[config.mk]
export PLATFORM = sky130hd
export DESIGN_NAME = alu_sequencer
export DESIGN_NICKNAME = d
export VERILOG_FILES = /design/src/rtl/alu_sequencer.sv
export SDC_FILE = /design/constraint.sdc
export NUM_CORES = 1
export LEC_CHECK = 0
export ABC_AREA = 1
export BUFFER_PORTS_ARGS = -buffer_cell sky130_fd_sc_hd__buf_2
export CELL_PAD_IN_SITES_DETAIL_PLACEMENT = 0
export CELL_PAD_IN_SITES_GLOBAL_PLACEMENT = 2
export CORE_MARGIN = 8
export CORE_UTILIZATION = 37
export DETAILED_ROUTE_END_ITERATION = 8
export PLACE_DENSITY = 0.92
export SYNTH_ARGS = -nofsm -noshare
export SYNTH_HDL_FRONTEND = slang
export SYNTH_SLANG_ARGS = --single-unit
[constraint.sdc]
create_clock -name clk -period 3.1 [get_ports clk]
set_clock_uncertainty 0.15 [all_clocks]
set_input_delay 0.31 -clock clk [delete_from_list [all_inputs] [get_ports clk]]
set_output_delay 0.31 -clock clk [all_outputs]
set_load 0.005 [all_outputs]
[src/rtl/alu_sequencer.sv]
`default_nettype none
// ============================================================================
// alu_sequencer : decodes 16-bit instructions, drives the ALU, writes back r0-r15
// Optional flags: define ALU_SEQUENCER_FLAGS_EN     Revision: 1.0
// ============================================================================
module alu_sequencer #(
  parameter int NUM_REGS  = 16,
  parameter int MAX_SHIFT = 16
) (
  input  logic        clk,
  input  logic        reset,
  input  logic [15:0] instr_in,
  input  logic        instr_valid,
  output logic        instr_ready,
  output logic [3:0]  alu_instruction,
  output logic [15:0] alu_a,
  output logic [15:0] alu_b,
  input  logic [15:0] alu_result,
  output logic        done,
  output logic [15:0] result,
  output logic        illegal,
  input  logic [3:0]  dbg_addr,
  output logic [15:0] dbg_data,
  output logic        zero_flag,
  output logic        neg_flag
);

  typedef enum logic [1:0] {
    S_IDLE = 2'd0,
    S_READ = 2'd1,
    S_EXEC = 2'd2,
    S_WB   = 2'd3
  } state_e;

  typedef enum logic [1:0] {
    K_ALU     = 2'd0,
    K_BYPASS  = 2'd1,
    K_MOVI    = 2'd2,
    K_ILLEGAL = 2'd3
  } kind_e;

  localparam logic [3:0]  OP_ADD      = 4'd5;
  localparam logic [15:0] C_MAX_SHIFT = 16'(MAX_SHIFT);

  state_e      state_q, state_d;
  kind_e       kind_q, kind_d;
  logic [15:0] instr_q;
  logic [15:0] regs_q [NUM_REGS];
  logic [15:0] opa_q;
  logic [3:0]  alu_op_q, alu_op_d;
  logic [15:0] alu_a_q, alu_a_d;
  logic [15:0] alu_b_q, alu_b_d;
  logic [15:0] result_q;
  logic [15:0] wb_val;

  logic [3:0]  op, rd, rs, rt;
  logic [15:0] opa, opb;

  assign op  = instr_q[15:12];
  assign rd  = instr_q[11:8];
  assign rs  = instr_q[7:4];
  assign rt  = instr_q[3:0];
  assign opa = regs_q[rs];
  assign opb = regs_q[rt];

  assign alu_instruction = alu_op_q;
  assign alu_a           = alu_a_q;
  assign alu_b           = alu_b_q;
  assign result          = result_q;
  assign dbg_data        = regs_q[dbg_addr];

  always_ff @(posedge clk) begin
    if (reset) state_q <= S_IDLE;
    else       state_q <= state_d;
  end

  always_comb begin
    state_d     = state_q;
    instr_ready = 1'b0;
    done        = 1'b0;
    illegal     = 1'b0;
    case (state_q)
      S_IDLE: begin
        instr_ready = 1'b1;
        if (instr_valid) state_d = S_READ;
      end
      S_READ: state_d = S_EXEC;
      S_EXEC: state_d = S_WB;
      S_WB: begin
        done    = 1'b1;
        illegal = (kind_q == K_ILLEGAL);
        state_d = S_IDLE;
      end
      default: state_d = S_IDLE;
    endcase
  end

  // Decode in READ; MOVI and illegal ops leave the ALU drive registers untouched.
  always_comb begin
    kind_d   = K_ALU;
    alu_op_d = alu_op_q;
    alu_a_d  = alu_a_q;
    alu_b_d  = alu_b_q;
    case (op)
      4'd0, 4'd1, 4'd2, 4'd5, 4'd6: begin
        alu_op_d = op;
        alu_a_d  = opa;
        alu_b_d  = opb;
      end
      4'd3, 4'd4: begin
        alu_op_d = op;
        alu_a_d  = opa;
        if (opb == 16'd0) begin
          alu_b_d = 16'd1;
          kind_d  = K_BYPASS;
        end else if (opb > C_MAX_SHIFT) begin
          alu_b_d = C_MAX_SHIFT;
        end else begin
          alu_b_d = opb;
        end
      end
      4'd7: begin
        alu_op_d = OP_ADD;
        alu_a_d  = opa;
        alu_b_d  = {12'd0, rt};
      end
      4'd8:    kind_d = K_MOVI;
      default: kind_d = K_ILLEGAL;
    endcase
  end

  always_comb begin
    wb_val = 16'd0;
    case (kind_q)
      K_ALU:    wb_val = alu_result;
      K_BYPASS: wb_val = opa_q;
      K_MOVI:   wb_val = {8'd0, instr_q[7:0]};
      default:  wb_val = 16'd0;
    endcase
  end

  // Write-back lands on the EXEC->WB edge so done, result and the register agree.
  always_ff @(posedge clk) begin
    if (reset) begin
      instr_q  <= 16'd0;
      kind_q   <= K_ALU;
      opa_q    <= 16'd0;
      alu_op_q <= 4'd0;
      alu_a_q  <= 16'd0;
      alu_b_q  <= 16'd0;
      result_q <= 16'd0;
      for (int i = 0; i < NUM_REGS; i++) regs_q[i] <= 16'd0;
    end else begin
      if (state_q == S_IDLE && instr_valid) instr_q <= instr_in;
      if (state_q == S_READ) begin
        kind_q   <= kind_d;
        opa_q    <= opa;
        alu_op_q <= alu_op_d;
        alu_a_q  <= alu_a_d;
        alu_b_q  <= alu_b_d;
      end
      if (state_q == S_EXEC) begin
        result_q <= wb_val;
        if (kind_q != K_ILLEGAL) regs_q[rd] <= wb_val;
      end
    end
  end

`ifdef ALU_SEQUENCER_FLAGS_EN
  logic zero_q, neg_q;

  always_ff @(posedge clk) begin
    if (reset) begin
      zero_q <= 1'b0;
      neg_q  <= 1'b0;
    end else if (state_q == S_EXEC && kind_q != K_ILLEGAL) begin
      zero_q <= (wb_val == 16'd0);
      neg_q  <= wb_val[15];
    end
  end

  assign zero_flag = zero_q;
  assign neg_flag  = neg_q;
`else
  assign zero_flag = 1'b0;
  assign neg_flag  = 1'b0;
`endif

endmodule
`default_nettype wire

=== Word-level counts from Yosys, hierarchy flattened ===
Memories as Yosys holds them, arrays and structs flattened. A register that Yosys moved wholly into a read port is not among the register bits.
Cells that the tools add are included.

* Bits of input ports: 39
* Memories kept: 1
* RAM bits: 256
* Register bits: 88

{| class="wikitable"
|+ Memories
! name !! words !! width !! read ports !! clocked after Yosys merged registers in !! write ports !! RTL line !! source
|-
| regs_q || 16 || 16 || 3 || 2 || 16 || 48 || <nowiki>logic [15:0] regs_q [NUM_REGS];</nowiki>
|}

* Equal/unequal tests: 16
* Magnitude comparators: 1
* Muxes and demuxes: 25
* Reduce and logical (&&, ||, !) cells: 16

{| class="wikitable"
|+ Operators by type and width
! cell !! number
|-
| 16-bit case mux with 3 select lines || 2
|-
| 16-bit two-way mux || 3
|-
| 4-bit two-way mux || 5
|-
| 4-bit by 3-bit equality test with 1-bit output, second input constant || 4
|-
| 16-bit by 5-bit greater-than comparator with 1-bit output, second input constant || 1
|-
| 16-bit zero test || 1
|-
| 16-bit OR reduction || 1
|-
| 1-bit two-way mux || 11
|-
| 2-bit equality test, second input constant || 4
|-
| 4-bit by 2-bit equality test with 1-bit output, second input constant || 2
|-
| 2-bit case mux with 4 select lines || 1
|-
| 4-bit case mux with 2 select lines || 1
|-
| 8-bit OR reduction || 1
|-
| 7-bit OR reduction || 1
|-
| 2-bit case mux with 3 select lines || 1
|-
| 2-bit AND reduction || 3
|-
| 6-bit OR reduction || 1
|-
| 5-bit OR reduction || 1
|-
| 2-bit by 1-bit equality test with 1-bit output, second input constant || 2
|-
| 4-bit by 1-bit equality test with 1-bit output, second input constant || 1
|-
| 4-bit equality test, second input constant || 1
|-
| 2-bit zero test || 2
|-
| 4-bit zero test || 1
|-
| 2-bit != test, second input constant || 2
|-
| other kinds (5) || 5
|}

=== Logic depth before layout (Yosys ltp) ===
Gate-level depths: netlist (run 1).

* Word-level depth: 7
* Mapped depth: 17
* Gate-level depth less buffers: 15

=== Worst setup path after synthesis (run 1) ===
No wires, ideal clock.

* Path type: reg-to-reg
* Start: register state_q[0]
* End: memory regs_q[2][0] (enable)
* Slack: 0.587 ns
* Arrival time: 1.991 ns
* Clock period less this slack: 2.513 ns
* Stages on the path, launching flop included: 9
* Buffers on the path: 2
* Setup time: 0.372 ns
* Cell sequence: dfxtp_1 inv_1 ha_1 clkbuf_1 nand3_1 nor3_1 nand2_1 clkbuf_1 nand2_1

{| class="wikitable"
|+ RTL lines
! what !! RTL line !! source
|-
| from (decl) || 45 || <nowiki>state_e state_q, state_d;</nowiki>
|-
| from (signal assigned) || 74 || <nowiki>else state_q <= state_d;</nowiki>
|-
| to (decl) || 48 ||
|}

==> results.toml, run 1 <==
[cts]
clock_path_buffers = 3
h-tree-depth = 2
cts-resized-gates = 0
insertion_delay_ps = 580
clockRootBuffer = "clkbuf_16"
cts_tree = "done"
cts_buffers = 41
path_clk_slew_ps = 60
cts.sinks = 352

[global_routing]
grt_start_max_net_pins = 93
grt_pass1_vias = 18738
antenna_found_initial = 1
grt-ovfl-total = 0
grt_util_all_layers = 0.251
grt_pass1_wl_mm = 120

[power]
p_clk_frac = 0.261
p_per_area_nw_per_um2 = 789
p_switching_mw = 7.68
irDropWorstVdd_uv = 427
cellInternalPower_mw = 10.6
p_leak_nw = 9.51
seqPwrFrac = 0.339
p_sw_frac = 0.420
p_comb_frac = 0.400

[floorplanning]
ios = 112
die_h_um = 249
core_sq_um = 53800
core.rowCount = 85
die_w_um = 249
start_util = 0.375
die_area_sq_um = 62200

[finish]
fin_cells = 3426
mostFrequentLayoutCells = "400 x nand2_1, 328 x o21ai_0, 328 x nor2_1, 293 x a21oi_1, 269 x inv_1"
nNetsFinal = 2742
multi_input_area_sq_um = 8540
fillCellCount = 5425
areaGrowthSynthToFinish_pct = 15.1
diodes = 0
fin_util = 0.431
final_layout_size_suffix_gt1_frac = 0.120
final_common_cell = "nand2_1"
regArea_sq_um = 9620

[synth]
yosys_warnings = 0
async_flop_share = 0
synth_cell_types = 37
synth_seq_cells = 352
ys_seq_area_frac = 0.477
synth_edf_count = 256
synth_cells = 2627
syn_avg_cell_area_sq_um = 7.68
syn-cell-area_sq_um = 20200
synth_ff_type = "edfxtp_1"

[sta]
max_slew_margin = 0.147
min_period_ps = 2740
slew_violations = 0
fmax_mhz = 365
period_share = 0.883
setup_viol = 0
rsz0062_at_grt = "no"
setup_tns_ps = 0
tightest_slew_ps = 1280
finalHoldViolCount = 0
finalWorstSetupSlack_ps = 363

[critical_path]
worst_ep_required_time_ps = 3370
worst_setup_path_start_kind = "register"
path_class = "reg -> reg"
crit_fanout = 16
r2r_end = "regs_q[8][1]"
rrSetupSlack_ps = 360
critPathArrivalTime_ps = 3010
r2r_start = "kind_q[0]"
reg2regPathDepth = 5
crit_path_end_kind = "register"

[placement]
io_buffer_count = 109
dp_hpwl_mm = 53.3
post-place-cells = 3335
place.gp.congestion = 0.900
dp_slack_ps = 417

[min_path]
hp-class = "in -> reg"
min-delay-start = "instr_in[0]"
holdPathStages = 3

[route]
vias_per_cell = 5.75
num_vias = 19685
drc = 0
drt_iter0_drc = 2274
firstDrtPassIters = 6
routedWlPerCell_um = 23.7
routed_wl_mm = 81.1
drtAntennaViolNets = 0

[job]
drv_cap = 0

[outcome]
status = "finished clean"
cells in the mapped netlist, types with 8 or more instances:
master / instances / share of area
nand2_1: 400 / 0.074
or2_2: 16 / 0.0050
o211ai_1: 59 / 0.022
or2_1: 13 / 0.0040
edfxtp_1: 256 / 0.38
a22o_1: 8 / 0.0035
buf_6: 12 / 0.0067
o221ai_1: 56 / 0.024
dfxtp_1: 96 / 0.095
buf_2: 16 / 0.0040
buf_1: 24 / 0.0045
nand3_1: 222 / 0.055
clkinv_1: 9 / 0.0017
o21ai_0: 328 / 0.081
a21oi_1: 293 / 0.073
inv_1: 270 / 0.050
clkbuf_1: 155 / 0.029
a31oi_1: 14 / 0.0043
nor2_1: 329 / 0.061
buf_4: 8 / 0.0030
cell type report:
class	instances	share of cell area
repair buffers	246	0.0786
clock inverters	16	0.00377
clock buffers	58	0.0520
multi-input cells	1776	0.368
inverters	282	0.0456
well taps	696	0.0375
flip-flops and latches	352	0.415
power groups by stage:
| stage | Combinational (mW) | Clock, mW | Sequential (mW) |
|---|---|---|---|
| floorplan | 4.47 | 0 | 6.03 |
| global placement | 7.13 | 0 | 6.27 |
| detailed placement | 7.19 | 0 | 6.28 |
| CTS | 7.23 | 4.84 | 6.19 |
| global route | 7.93 | 5.01 | 6.27 |
| finish | 7.33 | 4.78 | 6.20 |
what timing repair did:
action | CTS | global route
hold buffers | 17 | 0
buffers inserted | 0 | 0
hold endpoints to repair | 35 | 0
flip-flops by register name, summed over array words and instances, names as in the netlist, named ones only:
name and count:
kind_q 2, result 16, alu_a 16, alu_instruction 4, opa_q 16, alu_b 16
state_q 2, regs_q 256, instr_q 16
per-layer routing:
layer  up-vias  global-route usage  part of all wire
li1       9078                   -                 -
met1      9412               0.326              0.41
met2       990               0.408              0.46
met3       203              0.0364             0.080
met4         2               0.120             0.050
met5         -                   0          0.000086
logic make-up (layout without fill, tap and decap cells):
family,count (synthesis),after routing,share of synthesized area
AOI/OAI and AO/OA,774,774,0.215
buffers and inverters,500,602,0.101
other,1,2,0.000186
adders and majority gates,4,4,0.00248
and+or+nand+nor,996,996,0.205
DFF,352,352,0.477
worst max-delay path by stage:
stage | slack [ps] | endpoint | startpoint
2_1_floorplan | 590 | regs_q[2][0] | state_q[0]
4_1_cts | 390 | regs_q[5][1] | kind_q[0]
3_5_place_dp | 420 | regs_q[8][1] | kind_q[0]
3_3_place_gp | 490 | regs_q[2][1] | kind_q[0]
5_1_grt | 200 | regs_q[14][1] | kind_q[0]
6_report | 360 | regs_q[8][1] | kind_q[0]
stage by stage:
step / total power, mW / hold WS [ps] / cell area, sq um
floorplan: 10.5 / 229 / 20200
global placement: 13.4 / 262 / 21700
detailed placement: 13.5 / 265 / 21700
CTS: 18.3 / 56.2 / 23200
global route: 19.2 / 102 / 23200
finish: 18.3 / 55.3 / 23200
critical path, cell delays in order, from the launching register on:
cell and delay (ps):
dfxtp_1 350, nor2_1 920, nand2_1 170, o221ai_1 300, inv_1 490, nor2_1 190
(Power assumes the default switching activity.)
==> run 2, diff against run 1 <==
--- a/config.mk
+++ b/config.mk
@@ -13,6 +13,7 @@
 export CORE_UTILIZATION = 37
 export DETAILED_ROUTE_END_ITERATION = 8
 export PLACE_DENSITY = 0.92
+export REMOVE_ABC_BUFFERS = 1
 export SYNTH_ARGS = -nofsm -noshare
 export SYNTH_HDL_FRONTEND = slang
 export SYNTH_SLANG_ARGS = --single-unit
==> run 2 against run 1 <==
  * Sequential share of layout area shrank 0.25 points
  * Count of clock-buffer cells in the layout is 1 higher
  * Final area grew 0.58%
  * Worst setup slack got worse by 28 ps
  * Maximum frequency shrank 1.0%
  * Final cell count is 0.15% higher
  * Clock power grew 4%
  * Power is 2.4% higher
  * Register-to-register slack got worse by 30 ps
  * Wire length is 6.0% higher
  * Non-clock buffer count up 7
==> results.toml, run 2 (synthesized netlist as in run 1, its figures left out) <==
[outcome]
status = "finished clean"

[critical_path]
r2r_start = "kind_q[0]"
reg2regPathDepth = 5
crit_fanout = 17
path_class = "reg -> reg"
worst_setup_path_start_kind = "register"
crit_path_end_kind = "register"
critPathArrivalTime_ps = 3000
r2r_end = "regs_q[11][12]"
rrSetupSlack_ps = 340
worst_ep_required_time_ps = 3340

[power]
p_total_mw = 18.7
p_per_area_nw_per_um2 = 803
irDropWorstVdd_uv = 396
p_leak_nw = 9.56

[placement]
dp_slack_ps = 349
place.gp.congestion = 0.918
place_area_sq_um = 21900
io_buffer_count = 109
dp_hpwl_mm = 56.3
post-place-cells = 3344

[job]
drv_cap = 0

[cts]
cts_buffers = 40
clockRootBuffer = "clkbuf_16"
cts_tree = "done"
cts.sinks = 352
ctsHoldBuffers = 15
h-tree-depth = 2
clock_path_buffers = 3
insertion_delay_ps = 570
path_clk_slew_ps = 60
post_cts_buffers = 0
cts-resized-gates = 0

[global_routing]
grt-ovfl-total = 0
grtUsageMet2 = 0.411
grt_pass1_wl_mm = 125
grt_start_max_net_pins = 106
grt_util_all_layers = 0.265
grt_pass1_vias = 18620
busiest_layer = "met2"
antenna_found_initial = 1
met1_usage = 0.346
grt_util_met3 = 0.0608

[finish]
fin_cells = 3431
multi_input_area_sq_um = 8550
diodes = 0
final_layout_size_suffix_gt1_frac = 0.120
final_common_cell = "nand2_1"
largest_reg_flops = 256
top_register = "regs_q"
areaGrowthSynthToFinish_pct = 15.8
regArea_sq_um = 9620
fillCellCount = 5365
nNetsFinal = 2748
mostFrequentLayoutCells = "400 x nand2_1, 328 x o21ai_0, 327 x nor2_1, 293 x a21oi_1, 269 x inv_1"
postLayoutCellArea_sq_um = 23300

[sta]
slew_violations = 0
period_share = 0.892
min_period_ps = 2760
finalHoldViolCount = 0
rsz0062_at_grt = "no"
fmax_mhz = 362
max_slew_margin = 0.373
setup_viol = 0
tightest_slew_ps = 939
finalWorstSetupSlack_ps = 335

[floorplanning]
die_w_um = 249
core_sq_um = 53800
start_util = 0.375
die_area_sq_um = 62200
ios = 112
die_h_um = 249
core.rowCount = 85

[route]
vias_per_cell = 5.85
drc = 0
drtAntennaViolNets = 0
firstDrtPassIters = 5
num_vias = 20060
drt_iter0_drc = 2797
routedWlPerCell_um = 25.1
routed_wl_mm = 86.0

[min_path]
holdPathStages = 3
min_to = "instr_q[8]"
hp-class = "in -> reg"
min-delay-start = "instr_in[8]"
run 2: cell types whose count changed in the layout (fill, tap and decap cells not counted), sizes merged:
cell | previous run | this run
buf | 229 | 238
inv | 277 | 271
bufinv | 0 | 4
clkinv | 20 | 18
dlygate4sd3 | 17 | 15
clkbuf | 58 | 59
clkinvlp | 1 | 2
run 2: critical path: stages, from the launching register on:
cell      delay, ps
dfxtp_1         360
nor2_2          720
buf_4           300
a22o_1          150
clkinv_1        600
nor2_1          280
run 2: through the flow:
stage	util	TNS [ps]	hold slack [ps]
5_1_grt	0.434	0	54.6
4_1_cts	0.434	0	26.6
2_1_floorplan	-	-110230	229
3_5_place_dp	0.406	0	276
3_3_place_gp	0.406	0	265
6_report	0.434	0	29.4
run 2: routing by layer:
metal  wire (um)  share of wire
met4        4660          0.054
met1       34200           0.40
met3        9140           0.11
met2       38000           0.44
met5           0              0
run 2: where the power goes:
group	switching (mW)	internal, mW
registers	0.456	5.68
clock network	2.01	2.96
logic	5.41	2.24
total	7.87	10.9
run 2: worst max path at each step:
| stage | start | to | slack (ps) | depth (start not counted) |
|---|---|---|---|---|
| floorplan | register | alu_b[0] | -3060 | 13 |
| global placement | kind_q[0] | result[12] | 370 | 7 |
| detailed placement | kind_q[0] | result[12] | 350 | 7 |
| CTS | kind_q[0] | regs_q[11][12] | 340 | 5 |
| global route | kind_q[0] | regs_q[1][12] | 230 | 5 |
| finish | kind_q[0] | regs_q[11][12] | 340 | 5 |
run 2: final cells by class:
| class | instances | share of cell area |
|---|---|---|
| Inverter | 282 | 0.0454 |
| Timing Repair Buffer | 253 | 0.0818 |
| Clock buffer | 59 | 0.0504 |
| Multi-Input combinational cell | 1776 | 0.366 |
| Clock inverter | 13 | 0.00697 |
| Sequential cell | 352 | 0.412 |
| Tap cell | 696 | 0.0373 |
==> run 3, diff against run 2 <==
--- a/config.mk
+++ b/config.mk
@@ -6,7 +6,7 @@
 export NUM_CORES = 1
 export LEC_CHECK = 0
 export ABC_AREA = 1
-export BUFFER_PORTS_ARGS = -buffer_cell sky130_fd_sc_hd__buf_2
+export BUFFER_PORTS_ARGS = -buffer_cell sky130_fd_sc_hd__buf_4
 export CELL_PAD_IN_SITES_DETAIL_PLACEMENT = 0
 export CELL_PAD_IN_SITES_GLOBAL_PLACEMENT = 2
 export CORE_MARGIN = 8
==> run 3 against run 2 <==
  * Count of clock-buffer cells in the layout decreased by 9
  * Via count is 0.19% higher
  * Wire length about the same
  * Combinational power hardly changed
  * Core utilization is 0.38 points higher
  * Non-clock buffer count fell by 15
  * Final area rose by 0.88%
  * Critical path depth increased by 3
  * Sequential share of layout area is 0.36 points lower
  * Largest power group unchanged
==> results.toml, run 3 (synthesized netlist as in run 1, its figures left out) <==
[global_routing]
grt_pass1_vias = 18508
busiest_layer = "met2"
grt-ovfl-total = 0
grt_pass1_wl_mm = 124
grtUsageMet2 = 0.412
grt_util_all_layers = 0.264
grt_start_max_net_pins = 94
met1_usage = 0.343
grt_util_met3 = 0.0523
antenna_found_initial = 1

[outcome]
status = "finished clean"

[route]
vias_per_cell = 5.88
firstDrtPassIters = 6
drt_iter0_drc = 2758
drc = 0
num_vias = 20098
routed_wl_mm = 86.0
routedWlPerCell_um = 25.2
drtAntennaViolNets = 0

[finish]
regArea_sq_um = 9620
fillCellCount = 5380
top_register = "regs_q"
diodes = 0
fin_util = 0.438
mostFrequentLayoutCells = "400 x nand2_1, 328 x o21ai_0, 327 x nor2_1, 293 x a21oi_1, 269 x inv_1"
multi_input_area_sq_um = 8550
final_layout_size_suffix_gt1_frac = 0.118
largest_reg_flops = 256
nNetsFinal = 2733
areaGrowthSynthToFinish_pct = 16.8
final_common_cell = "nand2_1"

[critical_path]
path_class = "reg -> reg"
crit_path_end_kind = "register"
reg2regPathDepth = 8
crit_fanout = 11
worst_setup_path_start_kind = "register"
worst_ep_required_time_ps = 3270
critPathArrivalTime_ps = 2950

[sta]
period_share = 0.898
max_slew_margin = 0.380
min_period_ps = 2780
rsz0062_at_grt = "no"
fmax_mhz = 359
setup_tns_ps = 0
slew_violations = 0
finalHoldViolCount = 0
tightest_slew_ps = 930
whs_ps = 29.4
finalWorstSetupSlack_ps = 318
setup_viol = 0

[floorplanning]
die_area_sq_um = 62200
start_util = 0.375
core_sq_um = 53800
die_h_um = 249
ios = 112
die_w_um = 249
core.rowCount = 85

[cts]
insertion_delay_ps = 580
path_clk_slew_ps = 60
cts.sinks = 352
cts_buffers = 40
h-tree-depth = 2
clockRootBuffer = "clkbuf_16"
cts_tree = "done"
post_cts_buffers = 0
clock_path_buffers = 3

[placement]
dp_hpwl_mm = 54.6
io_buffer_count = 109
dp_slack_ps = 348
place.gp.congestion = 0.904

[power]
p_leak_nw = 9.54
p_total_mw = 18.9
p_per_area_nw_per_um2 = 804
irDropWorstVdd_uv = 486

[min_path]
hp-class = "in -> reg"
holdPathStages = 3

[job]
drv_cap = 0
run 3: worst max-delay path, stage by stage, from the launching register on:
cell and delay, ps:
dfxtp_1 360, inv_1 70, nor2_1 30, buf_4 230, inv_1 420, o21ai_0 130
a21oi_1 730, buf_4 330, nor2_1 60
run 3: worst paths after layout:
path                      startpoint                 end  slack, ps
setup / recovery           kind_q[0]        regs_q[4][6]        320
hold / removal           instr_in[1]            register         30
hold reg to reg   alu_instruction[3]  alu_instruction[3]        280
setup reg to reg           kind_q[0]        regs_q[4][6]        320
run 3: timing repair:
action,4_1_cts,5_1_grt
gates resized for setup,0,0
endpoints found under the hold margin,32,0
hold buffers,15,0
run 3: final cells by class:
class                      count  share of cell area
timing repair buffer         238              0.0877
sequential                   352               0.409
tap                          696              0.0370
clock inverter                24              0.0126
inverter                     282              0.0450
clock buffer                  50              0.0463
multi-input combinational   1776               0.363
run 3: layer usage:
metal  vias to the layer above  wire [um]
met1                      9566      33900
li1                       9050          -
met5                         -          0
met2                      1224      37700
met3                       258       9070
met4                         0       5330
run 3: where the power goes:
part | total, mW | switching (mW) | leakage [nW] | internal [mW]
combinational | 7.62 | 5.29 | 5.45 | 2.33
clock | 5.10 | 2.09 | 0.657 | 3.01
sequential | 6.22 | 0.539 | 3.43 | 5.68
run 3: metrics by stage:
stage	cell area, sq um	instances
after floorplan	19200	2410
after global placement	22000	3329
after detailed placement	22000	3329
after CTS	23600	3418
after global routing	23600	3418
final	23600	3418
